$ cat config.mk
export PLATFORM = sky130hd
export DESIGN_NAME = aes_round_ctrl
export DESIGN_NICKNAME = d
export VERILOG_FILES = /design/src/rtl/aes_round_ctrl.sv
export SDC_FILE = /design/constraint.sdc
export NUM_CORES = 1
export LEC_CHECK = 0
export CAP_MARGIN = 20
export CORE_AREA = 5 5 357 359
export CTS_CLUSTER_DIAMETER = 60
export DETAILED_ROUTE_END_ITERATION = 8
export DIE_AREA = 0 0 362 364
export MAX_ROUTING_LAYER = met4
export PLACE_DENSITY_LB_ADDON = 0.25
export SLEW_MARGIN = 15
export SYNTH_ARGS = -nofsm -noshare
export SYNTH_HDL_FRONTEND = slang
export SYNTH_SLANG_ARGS = --single-unit
export TNS_END_PERCENT = 20
$ cat constraint.sdc
create_clock -name clk -period 2.5 [get_ports clk]
set_clock_uncertainty 0.1 [all_clocks]
set_input_delay 0.25 -clock clk [delete_from_list [all_inputs] [get_ports clk]]
set_output_delay 0.25 -clock clk [all_outputs]
set_load 0.02 [all_outputs]
$ cat src/rtl/aes_round_ctrl.sv
// Iterative AES-128 round controller: holds the state/round-key registers and sequences
// an external combinational round datapath and key-expansion step over 10 rounds.
module aes_round_ctrl #(
  parameter int NROUNDS = 10  // only 10 (AES-128) is meaningful with the rcon table below
) (
  input  logic         clk,
  input  logic         rst,
  input  logic         in_valid,
  output logic         in_ready,
  input  logic [127:0] datain,
  input  logic [127:0] key,
  output logic         out_valid,
  input  logic         out_ready,
  output logic [127:0] dataout,
  output logic         busy,
  output logic [127:0] cur_state,
  output logic [127:0] cur_key,
  output logic [7:0]   rcon,
  output logic         rnd_last,
  input  logic [127:0] nxt_state,
  input  logic [127:0] nxt_key
);

  typedef enum logic [1:0] {
    IDLE  = 2'd0,
    ROUND = 2'd1,
    DONE  = 2'd2
  } st_e;

  localparam logic [3:0] LAST = 4'(NROUNDS);

  st_e          st, st_nx;
  logic [3:0]   rnd, rnd_nx;
  logic [127:0] state_reg, key_reg;
  logic         load, adv;

  function automatic logic [7:0] rcon_of(input logic [3:0] r);
    case (r)
      4'd1:    return 8'h01;
      4'd2:    return 8'h02;
      4'd3:    return 8'h04;
      4'd4:    return 8'h08;
      4'd5:    return 8'h10;
      4'd6:    return 8'h20;
      4'd7:    return 8'h40;
      4'd8:    return 8'h80;
      4'd9:    return 8'h1b;
      4'd10:   return 8'h36;
      default: return 8'h00;
    endcase
  endfunction

  always_ff @(posedge clk) begin
    if (rst) begin
      st        <= IDLE;
      rnd       <= 4'd0;
      state_reg <= '0;
      key_reg   <= '0;
    end else begin
      st  <= st_nx;
      rnd <= rnd_nx;
      if (load) begin
        state_reg <= datain ^ key;  // initial AddRoundKey
        key_reg   <= key;
      end else if (adv) begin
        state_reg <= nxt_state;
        key_reg   <= nxt_key;
      end
    end
  end

  always_comb begin
    st_nx     = st;
    rnd_nx    = rnd;
    load      = 1'b0;
    adv       = 1'b0;
    in_ready  = 1'b0;
    out_valid = 1'b0;
    busy      = 1'b0;
    rcon      = 8'h00;
    rnd_last  = 1'b0;
    case (st)
      IDLE: begin
        in_ready = 1'b1;
        if (in_valid) begin
          load   = 1'b1;
          rnd_nx = 4'd1;
          st_nx  = ROUND;
        end
      end
      ROUND: begin
        busy     = 1'b1;
        adv      = 1'b1;
        rcon     = rcon_of(rnd);
        rnd_last = (rnd == LAST);
        // >= so a corrupted counter still terminates instead of wrapping
        if (rnd >= LAST) st_nx = DONE;
        else             rnd_nx = rnd + 4'd1;
      end
      DONE: begin
        busy      = 1'b1;
        out_valid = 1'b1;
        if (out_ready) st_nx = IDLE;
      end
      default: begin
        st_nx  = IDLE;
        rnd_nx = 4'd0;
      end
    endcase
  end

  assign dataout   = state_reg;
  assign cur_state = state_reg;
  assign cur_key   = key_reg;

endmodule

==> results.cfg <==
[run_status]
result_of_the_run = completed

[grt]
grt_busiest_layer = met2
grtUsageMet2_pct = 18.9
number_of_antenna_violations_at_the_first_check_in_global_routing = 12
pin_count_of_the_biggest_net_entering_global_routing = 89
gr-usage-met3_pct = 3.27
grt_first_pass_wirelength_um = 104000
gr-usage-met1_pct = 12.6
first_global_vias = 14284
global_route.usage.total_pct = 11.1
globalRouteOverflowTotal = 0

[timing]
worst-slew-pin-transition_ns = 0.657
timing.final.max_slew_violations = 0
layout_min_cycle_time_ns = 2.34
max_clock_freq_ghz = 0.427
maxSlewHeadroom_pct = 56.2
hold_viol = 0
period_share_pct = 93.7
finalSetupViolCount = 0

[flow_run]
max_cap_violations = 0

[power_and_ir_drop]
switching_power_uw = 6290
share_comb_of_total_power_pct = 32.1
totalPowerFinal_uw = 19600
power_density_mw_per_mm2 = 743
p_leak_uw = 0.00949
intPower_uw = 13300
seqPwrFrac_pct = 27.4
swShare_pct = 32.1
vdd_drop_max_mv = 0.506
power_frac_clock_pct = 40.5

[route]
drt-total-wl_um = 75700
drt_iter0_drc = 473
routedWlPerCell_um = 19.2
drt_pass1_iterations = 4
drcViolationCount = 0
vias = 13688
final_antenna_net_count = 0
vias_per_cell = 3.46

[synthesis]
total_of_flip_flops_plus_latches_after_synthesis = 270
synth_seq_area_share_pct = 38.7
syn_inst = 1482
mappedNetlistArea_sq_mm = 0.0139
post_synth.cell_area_avg_sq_um = 9.41
netlist_top_cells_area = dfxtp_1 (39%), mux2i_1 (18%), a211oi_1 (14%)
synth_nets = 2008
yosys.area.top_type_share_pct = 38.7
synthDominantAreaCellType = dfxtp_1
ys.flop_type = dfxtp_1
synth_edf_count = 0
synth_cell_types = 35
yosysWarnings = 0
synthArstFlopShare_pct = 0

[floorplan]
overall_die_height_um = 364
initial_core_util_pct = 11.3
die_area_sq_mm = 0.132
placeableCoreArea_sq_mm = 0.123
io_pins = 912
die_x_um = 362
num_rows = 129

[critical_path]
critical_path_peak_fanout = 4
cp-end-kind = flop
timing_worst_setup_path_type = reg2reg
timing.critical_path.arrival_ns = 2.79
r2r_cells = 7
crit_path_start_kind = flop
worstPathRequired_ns = 2.95

[clock_tree]
numClockSinks = 270
ctsLongestPathBuffers = 3
htreeDepth = 2
tritoncts = yes
insertion_delay_ns = 0.60
cts_buffers = 52
cts.clk_slew.worst_paths_ns = 0.06
ctsRootBufferMaster = clkbuf_16

[finish]
share_of_cells_above_drive_strength_1_pct = 7.11
final_cell_count_no_fill = 3954
number_of_nets_in_the_finished_design = 2790
areaGrowthSynthToFinish_pct = 89.0

[place]
number_of_placed_instances_taps_included = 3842
io_buffers = 911
place.detailed.hpwl_um = 60500
gp_congestion = 0.809

[min_path]
worst_hold_path_type = in2reg
min_path_cells = 3
sequential cells by signal (all words and copies together) (netlist names), named ones only:
name / cells
cur_key: 128
rnd: 4
cur_state: 128
st: 2
path summary, 6_finish.rpt:
check / start / end / slack, ns
worst min register to register: st[0] / st[0] / 0.39
worst max register to register: st[0] / flop / 0.16
worst min-delay path: key[69] / cur_key[69] / 0.18
worst max-delay path: st[0] / flop / 0.16
critical path: stages (launching register included):
cell and delay, ns:
dfxtp_2 0.35, inv_1 0.08, ha_1 0.27, nor2b_2 0.19, or4_1 0.55, a31oi_4 0.24, or2b_4 0.32, a2bb2o_4 0.19
routing by layer:
layer	routed length [um]	up-vias
met4	1620	0
met3	5300	77
li1	-	6733
met2	38400	460
met5	0	-
met1	30500	6418
power groups by stage:
stage	registers [uW]	logic, uW	clock network [uW]
2_1_floorplan	5960	2680	0
3_3_place_gp	5470	6350	0
3_5_place_dp	5460	6330	0
4_1_cts	5390	6400	8280
5_1_grt	5450	6710	8440
6_report	5370	6300	7930
cells in the final DEF, fill, tap and decap left out, drive strengths merged, types with 2 or more instances in the layout:
cell type,count
clkdlybuf4s50,898
dfxtp,270
nor2,261
a211oi,259
mux2i,257
xor2,128
clkbuf,67
buf,59
inv,14
dlygate4sd2,12
clkinv,12
bufinv,11
ha,10
diode,9
and2,8
nand2,5
nand2b,3
o31ai,3
nand3,3
nor2b,3
a21oi,2
nand3b,2
a31oi,2
clkinvlp,2
nor3,2
or4,2
stage by stage:
step / cell area [sq um] / TNS, ns / util (%) / hold slack [ns] / setup WS (ns)
after floorplan: 13900 / 0 / - / 0.231 / 0.0267
after global placement: 24300 / 0 / 19.7 / 0.403 / 0.108
after detailed placement: 24300 / 0 / 19.7 / 0.408 / 0.0888
after CTS: 26300 / 0 / 21.3 / 0.110 / 0.0974
after global routing: 26400 / -0.00138 / 21.3 / 0.153 / -0.00138
final: 26400 / 0 / 21.4 / 0.181 / 0.159
cells by family after synthesis:
group,Yosys count,synth area share [%]
simple gates,293,8.46
buf+inv,251,10.4
mux,257,18.4
fa+ha+maj,10,0.897
flops,270,38.7
xor+xnor,128,8.04
compound gates,273,15.0
cell usage after synthesis, types with 2 or more instances:
cell type	count
o31ai_1	3
ha_1	10
mux2i_1	257
nand3_1	3
xor2_1	128
a211oi_1	259
inv_1	8
nor2_1	261
buf_1	17
dfxtp_1	270
clkbuf_1	73
and2_1	8
nor2b_1	3
nand2b_1	3
nand2_1	5
nor3_1	2
a21oi_1	2
buf_2	25
nand3b_1	2
buf_4	128
area by class of cell:
| class | instances | area [sq um] |
|---|---|---|
| clock inverter | 31 | 483 |
| timing repair buffer | 971 | 9790 |
| antenna | 9 | 22.5 |
| multi-input combinational | 961 | 7130 |
| inverter | 8 | 30.0 |
| tap | 1637 | 2050 |
| fill | 13562 | 97100 |
| clock buffer | 67 | 1450 |
| sequential | 270 | 5410 |
repair_timing:
item | CTS | global route
hold endpoints to repair | 27 | 0
gates resized for setup | 13 | 6
hold buffers | 1 | 0
setup buffers | 3 | 0
endpoints found under the setup margin | 12 | 7
gates cloned | 1 | 0
Note: power is estimated with default switching activity, not from simulation.
